==> config.mk <==
export PLATFORM = sky130hd
export DESIGN_NAME = uart_rx_fifo_param
export DESIGN_NICKNAME = d
export VERILOG_FILES = /design/src/rtl/uart_pkg.sv /design/src/rtl/uart_rx_fifo_param_if.sv /design/src/rtl/uart_sync_fifo_mem.sv /design/src/rtl/uart_rx_fifo_param.sv
export SDC_FILE = /design/constraint.sdc
export NUM_CORES = 1
export LEC_CHECK = 0
export ABC_AREA = 0
export ABC_CLOCK_PERIOD_IN_PS = 5800
export CAP_MARGIN = 20
export CORE_ASPECT_RATIO = 1.5
export CORE_MARGIN = 2
export CORE_UTILIZATION = 58
export DETAILED_ROUTE_END_ITERATION = 10
export HOLD_SLACK_MARGIN = 0.08
export PLACE_DENSITY = 0.79
export SLEW_MARGIN = 20
export SYNTH_ARGS = -nofsm -noshare
export SYNTH_HDL_FRONTEND = slang
export SYNTH_HIERARCHICAL = 1
export SYNTH_SLANG_ARGS = --single-unit
==> constraint.sdc <==
create_clock -name DSP_CLK -period 5.8 [get_ports DSP_CLK]
set_input_delay 1.16 -clock DSP_CLK [delete_from_list [all_inputs] [get_ports DSP_CLK]]
set_output_delay 1.16 -clock DSP_CLK [all_outputs]
set_load 0.02 [all_outputs]
==> src/rtl/uart_pkg.sv <==
// Shared register map, trigger-select encodings and status bit positions
// for the UART receive FIFO.
package uart_pkg;

  localparam logic [3:0] ADDR_RX  = 4'd0;
  localparam logic [3:0] ADDR_CSR = 4'd1;

  localparam int unsigned CSR_FLUSH_BIT = 0;
  localparam int unsigned RD_FE_BIT     = 9;
  localparam int unsigned RD_PE_BIT     = 8;

  localparam int unsigned ST_OVR   = 15;
  localparam int unsigned ST_TOUT  = 14;
  localparam int unsigned ST_TRIG  = 13;
  localparam int unsigned ST_FULL  = 12;
  localparam int unsigned ST_EMPTY = 11;

  typedef enum logic [1:0] {
    TRIG_ONE  = 2'd0,
    TRIG_QTR  = 2'd1,
    TRIG_HALF = 2'd2,
    TRIG_NEAR = 2'd3
  } trig_sel_e;

  function automatic int unsigned trig_threshold(input trig_sel_e sel, input int unsigned depth);
    case (sel)
      TRIG_QTR:  return depth / 4;
      TRIG_HALF: return depth / 2;
      TRIG_NEAR: return depth - 2;
      default:   return 1;
    endcase
  endfunction

endpackage

==> src/rtl/uart_rx_fifo_param_if.sv <==
// Bundled buses: the FIFO storage port used inside the block, and the DSP
// register bus used by hosts driving the block.
interface uart_fifo_mem_if #(
  parameter int unsigned AW = 4,
  parameter int unsigned W  = 10
);
  logic          we;
  logic [AW-1:0] waddr;
  logic [W-1:0]  wdata;
  logic [AW-1:0] raddr;
  logic [W-1:0]  rdata;

  modport master (output we, waddr, wdata, raddr, input rdata);
  modport slave  (input we, waddr, wdata, raddr, output rdata);
endinterface


==> src/rtl/uart_sync_fifo_mem.sv <==
// DEPTH x W FIFO storage: one synchronous write port, one combinational read port.
module uart_sync_fifo_mem #(
  parameter int unsigned DEPTH = 16,
  parameter int unsigned W     = 10
) (
  input logic            clk,
  uart_fifo_mem_if.slave mp
);

  logic [W-1:0] mem_q [DEPTH];

  always_ff @(posedge clk) begin
    if (mp.we) mem_q[mp.waddr] <= mp.wdata;
  end

  assign mp.rdata = mem_q[mp.raddr];

endmodule

==> src/rtl/uart_rx_fifo_param.sv <==
// UART receive FIFO: synchronises the Rx character strobe, queues {FE,PE,data}
// and exposes data/status/control registers on the DSP bus.
module uart_rx_fifo_param
  import uart_pkg::*;
#(
  parameter int unsigned DATA_W   = 8,
  parameter int unsigned DEPTH    = 16,
  parameter int unsigned TOUT_CYC = 4096
) (
  input  logic                   DSP_CLK,
  input  logic                   RESETn,
  input  logic                   DSP_CEn,
  input  logic                   DSP_WEn,
  input  logic [4:1]             DSP_ADDR,
  input  logic [15:0]            DSP_WDATA,
  output logic [15:0]            DSP_RDATA,
  input  logic                   FIFOEn,
  input  logic                   RxDone,
  input  logic [DATA_W-1:0]      RxData,
  input  logic                   RxParityErr,
  input  logic                   RxFrameErr,
  output logic                   RxFIFO_Empty,
  output logic                   RxFIFO_Full,
  output logic [$clog2(DEPTH):0] RxFIFO_Level,
  output logic                   RxTrig,
  output logic                   RxTimeout,
  output logic                   OverrunError,
  output logic                   RxIRQ
);

  localparam int unsigned AW = $clog2(DEPTH);
  localparam int unsigned EW = DATA_W + 2;
  localparam int unsigned CW = $clog2(TOUT_CYC + 1);

  logic          done_s1_q, done_s2_q, done_s3_q;
  logic [EW-1:0] ent_s1_q, ent_s2_q;
  logic          cen_prev_q;
  logic [AW:0]   wp_q, wp_d, rp_q, rp_d;
  logic          pop_pend_q, pop_pend_d;
  logic          ovr_q, ovr_d;
  trig_sel_e     trig_sel_q, trig_sel_d;
  logic [CW-1:0] idle_q, idle_d;
  logic [15:0]   rdata_q, rdata_d;

  logic [AW:0]   level, thr;
  logic [EW-1:0] head;
  logic [15:0]   stat_word;
  logic          empty, full, tout, push, pop, push_ok;
  logic          rd_stb, wr_stb, data_rd, stat_rd, csr_wr, flush;
  logic          unused_wdata;

  uart_fifo_mem_if #(.AW(AW), .W(EW)) mem_bus ();
  uart_sync_fifo_mem #(.DEPTH(DEPTH), .W(EW)) u_mem (.clk(DSP_CLK), .mp(mem_bus));

  assign level   = wp_q - rp_q;
  assign empty   = (level == '0);
  assign full    = FIFOEn ? (level == (AW+1)'(DEPTH)) : (level == (AW+1)'(1));
  assign thr     = (AW+1)'(trig_threshold(trig_sel_q, DEPTH));
  assign tout    = (idle_q == CW'(TOUT_CYC));
  assign head    = mem_bus.rdata;

  assign rd_stb  = ~DSP_CEn & DSP_WEn & cen_prev_q;
  assign wr_stb  = ~DSP_CEn & ~DSP_WEn & cen_prev_q;
  assign data_rd = rd_stb & (DSP_ADDR == ADDR_RX);
  assign stat_rd = rd_stb & (DSP_ADDR == ADDR_CSR);
  assign csr_wr  = wr_stb & (DSP_ADDR == ADDR_CSR);
  assign flush   = csr_wr & DSP_WDATA[CSR_FLUSH_BIT];

  // A pop in the same cycle frees the slot, so a push into a full FIFO still lands.
  assign push    = done_s2_q & ~done_s3_q;
  assign pop     = pop_pend_q & ~empty;
  assign push_ok = push & (~full | pop);

  assign mem_bus.we    = push_ok & ~flush;
  assign mem_bus.waddr = wp_q[AW-1:0];
  assign mem_bus.wdata = ent_s2_q;
  assign mem_bus.raddr = rp_q[AW-1:0];

  assign unused_wdata = ^DSP_WDATA[15:3];

  always_comb begin
    stat_word           = '0;
    stat_word[AW:0]     = level;
    stat_word[ST_EMPTY] = empty;
    stat_word[ST_FULL]  = full;
    stat_word[ST_TRIG]  = RxTrig;
    stat_word[ST_TOUT]  = tout;
    stat_word[ST_OVR]   = ovr_q;
  end

  always_comb begin
    wp_d       = wp_q;
    rp_d       = rp_q;
    if (push_ok) wp_d = wp_q + 1'b1;
    if (pop)     rp_d = rp_q + 1'b1;
    if (flush) begin
      wp_d = '0;
      rp_d = '0;
    end

    pop_pend_d = data_rd & ~empty;
    ovr_d      = (ovr_q & ~stat_rd) | (push & full & ~pop);
    trig_sel_d = csr_wr ? trig_sel_e'(DSP_WDATA[2:1]) : trig_sel_q;

    idle_d = idle_q;
    if (flush || push || pop || empty) idle_d = '0;
    else if (!tout)                    idle_d = idle_q + 1'b1;

    rdata_d = '0;
    if (data_rd && !empty) begin
      rdata_d[DATA_W-1:0] = head[DATA_W-1:0];
      rdata_d[RD_PE_BIT]  = head[EW-2];
      rdata_d[RD_FE_BIT]  = head[EW-1];
    end else if (stat_rd) begin
      rdata_d = stat_word;
    end
  end

  always_ff @(posedge DSP_CLK or negedge RESETn) begin
    if (!RESETn) begin
      done_s1_q  <= 1'b0;
      done_s2_q  <= 1'b0;
      done_s3_q  <= 1'b0;
      ent_s1_q   <= '0;
      ent_s2_q   <= '0;
      cen_prev_q <= 1'b1;
      wp_q       <= '0;
      rp_q       <= '0;
      pop_pend_q <= 1'b0;
      ovr_q      <= 1'b0;
      trig_sel_q <= TRIG_ONE;
      idle_q     <= '0;
      rdata_q    <= '0;
    end else begin
      done_s1_q  <= RxDone;
      done_s2_q  <= done_s1_q;
      done_s3_q  <= done_s2_q;
      ent_s1_q   <= {RxFrameErr, RxParityErr, RxData};
      ent_s2_q   <= ent_s1_q;
      cen_prev_q <= DSP_CEn;
      wp_q       <= wp_d;
      rp_q       <= rp_d;
      pop_pend_q <= pop_pend_d;
      ovr_q      <= ovr_d;
      trig_sel_q <= trig_sel_d;
      idle_q     <= idle_d;
      rdata_q    <= rdata_d;
    end
  end

  assign DSP_RDATA    = rdata_q;
  assign RxFIFO_Empty = empty;
  assign RxFIFO_Full  = full;
  assign RxFIFO_Level = level;
  assign RxTrig       = (level >= thr);
  assign RxTimeout    = tout;
  assign OverrunError = ovr_q;
  assign RxIRQ        = RxTrig | tout | ovr_q | (~empty & (head[EW-1] | head[EW-2]));

endmodule

==> flow_metrics.py, run 1 <==
metrics = {
    "timing": {
        "drv_slew": 0,
        "post-route-period-util_pct": 91.4,
        "fmax_ghz": 0.189,
        "min_period_ns": 5.30,
        "fin_tns_setup_ns": 0,
        "finalSetupViolCount": 0,
        "setup_ws_ns": 0.502,
        "skew_ns": 0.0102,
        "max-slew-margin-rel_pct": 24.7,
        "worst_pin_slew_ns": 1.12,
        "hold_viol": 0,
        "rsz0062_at_grt": "false",
    },
    "power": {
        "internal_power_uw": 3250,
        "pwr-share-clk_pct": 28.9,
        "p_switching_uw": 1440,
        "swShare_pct": 30.6,
        "power_per_cell_area_nw_per_um2": 449,
        "leakage_uw": 0.00384,
        "pwr-share-seq_pct": 41.9,
        "pwr-share-comb_pct": 29.2,
        "irDropWorstVdd_v": 0.000325,
    },
    "worst_setup_path": {
        "crit_arrival_ns": 4.14,
        "crit_fanout": 12,
        "endpoint_kind": "output port",
        "r2r_start": "wp_q[0]",
        "required_ns": 4.64,
        "ff2ff_setup_slack_ns": 1.11,
        "ff2ff_path_depth": 10,
        "path_class": "flop to output port",
        "rr_endpoint": "u_mem/mem_q[3][3]",
        "cp-start-kind": "flop",
    },
    "synth": {
        "synthTopCellsByArea": "edfxtp_1 (53%), dfrtp_1 (18%), mux4_2 (7.0%), mux4_1 (3.5%), a22oi_1 (1.7%)",
        "synth.top_cell.area_share_pct": 53.1,
        "ys_types": 55,
        "synth_warnings": 6,
        "syn_avg_cell_area_sq_um": 17.0,
        "synthArstFlopShare_pct": 29.2,
        "synth-seq-cells": 226,
        "ys.flop_type": "edfxtp_1",
        "yosys.area.top_type": "edfxtp_1",
        "syn_inst": 531,
        "syn-num-nets": 580,
        "yosysSeqAreaShare_pct": 71.4,
        "synth_edf_count": 160,
        "netlist_area_sq_um": 9050,
    },
    "routing": {
        "vias_per_cell": 6.10,
        "wl_um": 17700,
        "dr_total_vias": 4931,
        "drtPass1Iterations": 5,
        "avgRoutedWirePerCell_um": 21.9,
        "antenna_left": 0,
        "drc": 0,
        "drtIter0Drc": 437,
    },
    "grt": {
        "antenna_found_initial": 0,
        "grt_max_degree": 67,
        "grt_pass1_wl_um": 27700,
        "grt_overflow": 0,
        "grt_pass1_vias": 5036,
        "track_usage_pct": 22.3,
    },
    "clock_tree": {
        "cts_root_buf": "clkbuf_16",
        "cts_resized": 0,
        "path_clk_slew_ns": 0.06,
        "clock_path_buffers": 3,
        "postCtsSetupRepairBufs": 0,
        "cts_tree": "done",
        "ctsHoldBuffers": 0,
        "cts_buffers": 21,
        "cts_sinks": 226,
        "htreeDepth": 1,
        "clk_latency_ns": 0.49,
    },
    "cells_and_area": {
        "final_nets": 644,
        "antenna_cells": 0,
        "layout_common_cells": "edfxtp_1 (160), dfrtp_1 (64), clkdlybuf4s50_1 (47), nor2_1 (37), nand2_1 (34)",
        "syn2layout_area_growth_pct": 15.3,
        "drive_gt1_share_pct": 15.4,
        "final_common_cell": "edfxtp_1",
    },
    "placement": {
        "port_buffers": 48,
        "post-place-ws_ns": 1.09,
        "hpwl_um": 11200,
        "place.gp.congestion": 0.816,
    },
    "run": {
        "cap_viol_max_count": 0,
    },
    "die": {
        "core_area_sq_um": 15200,
        "start_util_pct": 59.5,
        "ios": 63,
        "num_rows": 55,
        "die_area_sq_um": 16600,
        "die_x_um": 106,
        "die_h_um": 157,
    },
    "min_path": {
        "hp-start": "ent_s1_q[7]",
        "hold_class": "flop to flop",
        "holdPathEnd": "ent_s2_q[7]",
        "whs_path_depth": 0,
    },
    "run_status": {
        "status": "completed",
    },
}
-- worst max-delay path, cell delays in order, from the launching register on --
cell and delay [ns]:
dfrtp_1 0.59, inv_1 0.09, ha_1 0.23, fa_1 0.41, xnor2_1 0.55, ha_1 0.35
a21o_1 0.16, a211oi_1 0.53, nand4b_1 0.17, clkdlybuf4s50_1 0.57
-- synthesized netlist by cell type, drive strengths merged, types with 2 or more instances --
master and count:
and2 9, nor4b 2, dfrtp 65, xnor2 8, or3 8, mux2i 2, nand4 6, a211oi 2
nor2b 3, nand2b 5, mux2 2, ha 12, clkbuf 5, and3b 2, a21o 3, nand2 34
a21oi 16, mux4 40, inv 17, a22oi 20, nor2 39, o21ai 12, nor3 7, edfxtp 160
xor2 6, nor4 2, nand3b 8, buf 13, and3 5, nand3 7
-- per-layer routing --
layer | routed length (um) | global-route usage (%) | up-vias
met5 | 0 | 0 | -
met4 | 672 | 9.71 | 0
met3 | 978 | 3.52 | 57
met2 | 9740 | 41.9 | 199
met1 | 6320 | 25.0 | 2509
li1 | - | - | 2166
-- cell families after synthesis --
| group | Yosys count | share of synthesized area [%] |
|---|---|---|
| flops | 226 | 71.4 |
| simple gates | 141 | 8.20 |
| other cells | 1 | 0.0414 |
| buf+inv | 35 | 2.03 |
| xor+xnor | 14 | 1.44 |
| fa+ha+maj | 13 | 1.88 |
| compound gates | 57 | 4.13 |
| mux | 44 | 10.9 |
-- power by group through the flow --
stage	combinational [uW]	sequential, uW	clock (uW)
after floorplan	984	1960	0
after global placement	1320	1980	0
after detailed placement	1350	1990	0
after CTS	1380	1960	1380
after global routing	1480	1980	1440
final	1370	1960	1350
-- per-stage QoR --
| step | power (uW) | hold slack [ns] | utilization, % | std cells | instance area, sq um |
|---|---|---|---|---|---|
| 6_report | 4690 | 0.346 | 68.6 | 808 | 10400 |
| 2_1_floorplan | 2950 | 0.331 | - | 531 | 9050 |
| 3_5_place_dp | 3340 | 0.336 | 64.0 | 771 | 9740 |
| 5_1_grt | 4900 | 0.357 | 68.6 | 808 | 10400 |
| 3_3_place_gp | 3290 | 0.332 | 64.0 | 771 | 9740 |
| 4_1_cts | 4720 | 0.348 | 68.6 | 808 | 10400 |
-- state kept, by name (all words and copies together) (netlist names), 2 cells and up --
signal and cells:
DSP_RDATA 15, wp_q 5, rp_q 5, idle_q 13, u_mem/mem_q 160, ent_s1_q 10, trig_sel_q 2, ent_s2_q 10
-- worst max path at each step --
stage            start                end  slack, ns  cells after the start
4_1_cts        wp_q[0]              RxIRQ       0.47                      9
3_5_place_dp   wp_q[0]              RxIRQ       1.09                      9
5_1_grt        wp_q[0]              RxIRQ       0.35                      9
6_report       wp_q[0]              RxIRQ       0.50                      9
3_3_place_gp   wp_q[0]              RxIRQ       1.26                      9
2_1_floorplan  wp_q[0]  u_mem/mem_q[0][0]       1.70                     11
-- cell type report --
class | instances | area [sq um]
Fill cell | 966 | 4780
Clock buffer | 25 | 571
Multi-Input combinational cell | 270 | 2410
Timing Repair Buffer | 59 | 561
Sequential cell | 226 | 6460
Clock inverter | 12 | 116
Inverter | 17 | 63.8
Tap cell | 199 | 249
No activity file was read; power rests on OpenSTA's default activity.
==> run 2: changes to the inputs <==
--- a/constraint.sdc
+++ b/constraint.sdc
@@ -3,2 +3,2 @@
 set_output_delay 1.16 -clock DSP_CLK [all_outputs]
-set_load 0.02 [all_outputs]
+set_load 0.1 [all_outputs]
==> run 2 against run 1 <==
Against the previous run:
- critical endpoint unchanged
- setup slack improved by 0.48 ns
- largest power group unchanged
- clock-buffer cell count increased by 5
- register-to-register slack got worse by 0.11 ns
- cell count increased by 0.12%
- flip-flop and latch count unchanged
==> flow_metrics.py, run 2 (same netlist as run 1, synthesis figures left out) <==
metrics = {
    "grt": {
        "grt_overflow": 0,
        "antenna_found_initial": 0,
        "grt_pass1_wl_um": 27900,
        "track_usage_pct": 22.1,
        "grt_pass1_vias": 5158,
        "grt_max_degree": 67,
    },
    "routing": {
        "wl_um": 17500,
        "drtIter0Drc": 442,
        "dr_total_vias": 4919,
        "drtPass1Iterations": 5,
        "drc": 0,
        "avgRoutedWirePerCell_um": 21.7,
        "vias_per_cell": 6.08,
        "antenna_left": 0,
    },
    "cells_and_area": {
        "antenna_cells": 0,
        "syn2layout_area_growth_pct": 15.5,
        "top_register": "u_mem/mem_q",
        "drive_gt1_share_pct": 16.2,
        "largest_reg_flops": 160,
        "final_area_sq_um": 10500,
        "fin_util_pct": 68.7,
        "final_common_cell": "edfxtp_1",
        "final_nets": 645,
        "layout_common_cells": "edfxtp_1 (160), dfrtp_1 (64), clkdlybuf4s50_1 (41), nor2_1 (36), nand2_1 (34)",
    },
    "clock_tree": {
        "ctsHoldBuffers": 0,
        "path_clk_slew_ns": 0.06,
        "clk_latency_ns": 0.48,
        "cts_sinks": 226,
        "htreeDepth": 1,
        "postCtsSetupRepairBufs": 0,
        "cts_resized": 0,
        "clock_path_buffers": 3,
        "cts_tree": "done",
        "cts_buffers": 21,
        "cts_root_buf": "clkbuf_16",
    },
    "timing": {
        "fin_tns_setup_ns": 0,
        "rsz0062_at_grt": "false",
        "setup_ws_ns": 0.985,
        "worst_pin_slew_ns": 1.15,
        "max-slew-margin-rel_pct": 23.2,
        "hold_viol": 0,
        "fmax_ghz": 0.208,
        "skew_ns": 0.0138,
        "drv_slew": 0,
        "finalSetupViolCount": 0,
        "min_period_ns": 4.82,
        "post-route-period-util_pct": 83.0,
    },
    "worst_setup_path": {
        "path_cells": "inv_1, ha_1, fa_1, nand2b_1, a21oi_1, xnor2_1, inv_1, a211oi_1, nand4b_1, buf_4",
        "ff2ff_path_depth": 10,
        "ff2ff_setup_slack_ns": 1.00,
        "required_ns": 4.64,
        "critPathMaxStageDelay_ns": 0.60,
        "crit_top_cell": "inv_1",
        "r2r_start": "wp_q[0]",
        "critPathBufInv": 3,
        "cp-start-kind": "flop",
        "endpoint_kind": "output port",
        "crit_arrival_ns": 3.66,
        "path_class": "flop to output port",
        "rr_endpoint": "u_mem/mem_q[2][7]",
        "crit_fanout": 12,
        "cp_top_family": "compound AO/OA/AOI/OAI gates",
        "cp_slowest_cell": "dfrtp_1",
    },
    "die": {
        "die_h_um": 157,
        "num_rows": 55,
        "start_util_pct": 59.5,
        "core_area_sq_um": 15200,
        "die_area_sq_um": 16600,
        "die_x_um": 106,
        "ios": 63,
    },
    "run_status": {
        "status": "completed",
    },
    "min_path": {
        "whs_path_depth": 0,
        "hp-start": "ent_s1_q[9]",
        "holdPathEnd": "ent_s2_q[9]",
        "hold_class": "flop to flop",
    },
    "power": {
        "power_per_cell_area_nw_per_um2": 492,
        "irDropWorstVdd_v": 0.000581,
        "leakage_uw": 0.00385,
    },
    "placement": {
        "hpwl_um": 11300,
        "post-place-ws_ns": 1.15,
        "place.gp.congestion": 0.884,
        "port_buffers": 48,
        "placed_area_sq_um": 9730,
    },
    "run": {
        "cap_viol_max_count": 0,
    },
}
## run 2: area by class of cell
class,instances,area [sq um]
Clock buffer,30,589
Clock inverter,7,120
Fill cell,945,4750
Inverter,17,63.8
Multi-Input combinational cell,270,2420
Sequential cell,226,6460
Tap cell,199,249
Timing Repair Buffer,60,551
## run 2: worst max path at each step
| stage | start | end | slack [ns] | cells after the start |
|---|---|---|---|---|
| floorplan | wp_q[0] | RxIRQ | 0.59 | 8 |
| global placement | DSP_ADDR[1] | u_mem/mem_q[1][8] | 1.31 | 6 |
| detailed placement | wp_q[0] | u_mem/mem_q[3][8] | 1.15 | 10 |
| CTS | wp_q[0] | RxIRQ | 0.97 | 10 |
| global route | wp_q[0] | u_mem/mem_q[1][7] | 0.78 | 10 |
| finish | wp_q[0] | RxIRQ | 0.98 | 10 |
## run 2: per-stage QoR
step / power [uW] / hold WS [ns] / cells
6_report: 5150 / 0.347 / 809
3_5_place_dp: 3760 / 0.335 / 771
3_3_place_gp: 3710 / 0.331 / 770
5_1_grt: 5360 / 0.357 / 809
2_1_floorplan: 3360 / 0.331 / 531
4_1_cts: 5170 / 0.348 / 808
## run 2: worst reg2reg max path, delay by kind of cell (launching register included)
family,cells,cell delay (ns)
buf+inv,1,0.10
mux,1,0.40
flops,1,0.60
simple gates,4,1.99
fa+ha+maj,2,0.67
compound gates,2,0.65
## run 2: power breakdown
part	switching [uW]	internal, uW	total, uW	leakage, uW
Combinational	1180	602	1780	0.00124
Sequential	123	1850	1970	0.00227
Clock	554	844	1400	0.000343
Total	1850	3290	5150	0.00385
## run 2: routing by layer
metal | share of wire (%) | vias up | global-route usage (%)
li1 | - | 2162 | -
met5 | 0 | - | 0
met4 | 3.1 | 0 | 8.40
met1 | 37 | 2518 | 27.1
met2 | 55 | 198 | 40.3
met3 | 4.9 | 41 | 2.69
==> run 3: changes to the inputs <==
ABC_CLOCK_PERIOD_IN_PS = 5000   (was 5800)
clock period = 5 ns   (was 5.8 ns; I/O delays follow)
==> run 3 against run 2 <==
Against the previous run:
- global-route usage is 0.41 points lower
- worst hold slack better by 0.00055 ns
- cell count is 1.1% higher
- critical path type unchanged
- setup slack worse by 0.71 ns
- die area stayed put
==> flow_metrics.py, run 3 (same netlist as run 1, synthesis figures left out) <==
metrics = {
    "run_status": {
        "status": "completed",
    },
    "routing": {
        "drtPass1Iterations": 5,
        "vias_per_cell": 5.97,
        "avgRoutedWirePerCell_um": 21.0,
        "wl_um": 17200,
        "dr_total_vias": 4882,
        "drc": 0,
        "antenna_left": 0,
        "drtIter0Drc": 370,
    },
    "die": {
        "core_area_sq_um": 15200,
        "start_util_pct": 59.5,
        "die_area_sq_um": 16600,
        "die_x_um": 106,
        "ios": 63,
        "num_rows": 55,
        "die_h_um": 157,
    },
    "clock_tree": {
        "cts_buffers": 21,
        "postCtsSetupRepairBufs": 0,
        "cts_sinks": 226,
        "cts_tree": "done",
        "cts_resized": 0,
        "clock_path_buffers": 3,
        "ctsHoldBuffers": 0,
        "clk_latency_ns": 0.49,
        "htreeDepth": 1,
        "path_clk_slew_ns": 0.06,
        "cts_root_buf": "clkbuf_16",
    },
    "timing": {
        "drv_slew": 0,
        "fin_tns_setup_ns": 0,
        "post-route-period-util_pct": 94.5,
        "rsz0062_at_grt": "false",
        "skew_ns": 0.0172,
        "max-slew-margin-rel_pct": 34.4,
        "hold_viol": 0,
        "setup_ws_ns": 0.274,
        "finalSetupViolCount": 0,
        "min_period_ns": 4.73,
        "fmax_ghz": 0.212,
        "worst_pin_slew_ns": 0.982,
    },
    "power": {
        "leakage_uw": 0.00389,
        "irDropWorstVdd_v": 0.000979,
        "finalPower_uw": 5880,
        "power_per_cell_area_nw_per_um2": 560,
    },
    "worst_setup_path": {
        "required_ns": 4.00,
        "cp-start-kind": "flop",
        "crit_fanout": 12,
        "ff2ff_path_depth": 11,
        "crit_arrival_ns": 3.73,
        "endpoint_kind": "output port",
        "r2r_start": "wp_q[0]",
        "rr_endpoint": "u_mem/mem_q[0][7]",
        "path_class": "flop to output port",
        "ff2ff_setup_slack_ns": 0.75,
    },
    "min_path": {
        "hp-start": "ent_s1_q[4]",
        "holdPathEnd": "ent_s2_q[4]",
        "whs_path_depth": 0,
        "hold_class": "flop to flop",
    },
    "grt": {
        "antenna_found_initial": 0,
        "grt_overflow": 0,
        "grt_max_degree": 44,
        "grt_pass1_vias": 5144,
        "track_usage_pct": 21.7,
        "grt_pass1_wl_um": 27300,
    },
    "cells_and_area": {
        "layout_common_cells": "edfxtp_1 (160), dfrtp_1 (64), nor2_1 (39), clkdlybuf4s50_1 (39), nand2_1 (34)",
        "top_register": "u_mem/mem_q",
        "largest_reg_flops": 160,
        "fin_cells": 818,
        "final_area_sq_um": 10500,
        "syn2layout_area_growth_pct": 16.0,
        "final_nets": 653,
        "drive_gt1_share_pct": 17.9,
        "antenna_cells": 0,
        "final_common_cell": "edfxtp_1",
    },
    "run": {
        "cap_viol_max_count": 0,
    },
    "placement": {
        "dp_cells": 780,
        "port_buffers": 48,
        "placed_area_sq_um": 9840,
        "hpwl_um": 11300,
        "post-place-ws_ns": 0.819,
        "place.gp.congestion": 0.852,
    },
}
## run 3: cell count changes in the layout (fill, tap and decap cells not counted), sizes merged
cell and change:
buf +10, clkinv +7, clkbuf -4, bufinv -3
clkdlybuf4s50 -2, clkinvlp +1
## run 3: critical path, cell delays in order, from the launching register on
cell      delay, ns
dfrtp_1        0.57
inv_1          0.09
ha_1           0.24
fa_1           0.46
nand2b_1       0.19
a21oi_1        0.34
xnor2_1        0.30
inv_1          0.15
a211oi_1       0.46
nand4b_1       0.22
buf_12         0.22
## run 3: stage by stage
stage | hold slack, ns | utilization, %
CTS | 0.349 | 69.0
detailed placement | 0.336 | 64.7
global placement | 0.332 | 64.7
finish | 0.348 | 69.0
floorplan | 0.331 | -
global route | 0.351 | 69.0
## run 3: routing by layer
| layer | up-vias | GRT usage, % | routed length [um] |
|---|---|---|---|
| li1 | 2179 | - | - |
| met2 | 208 | 40.1 | 9350 |
| met1 | 2447 | 25.1 | 6160 |
| met4 | 0 | 9.40 | 690 |
| met3 | 48 | 3.27 | 980 |
| met5 | - | 0 | 0 |
## run 3: area by class of cell
type	count	area, sq um
Clock buffer	26	574
Clock inverter	12	80.1
Fill cell	964	4710
Inverter	17	63.8
Multi-Input combinational cell	270	2430
Sequential cell	226	6460
Tap cell	199	249
Timing Repair Buffer	68	643
## run 3: worst max-delay path by stage
stage               startpoint     to  slack, ns  cells after the start
floorplan              wp_q[0]  RxIRQ       0.18                      9
global placement       wp_q[0]  RxIRQ       0.88                     10
detailed placement     wp_q[0]  RxIRQ       0.82                     10
CTS                    wp_q[0]  RxIRQ       0.30                     10
global route           wp_q[0]  RxIRQ       0.14                     10
finish                 wp_q[0]  RxIRQ       0.27                     10
## run 3: where the power goes
group | internal (uW) | total [uW] | switching (uW)
Combinational | 756 | 2120 | 1370
Clock | 825 | 1480 | 655
Sequential | 2140 | 2270 | 133
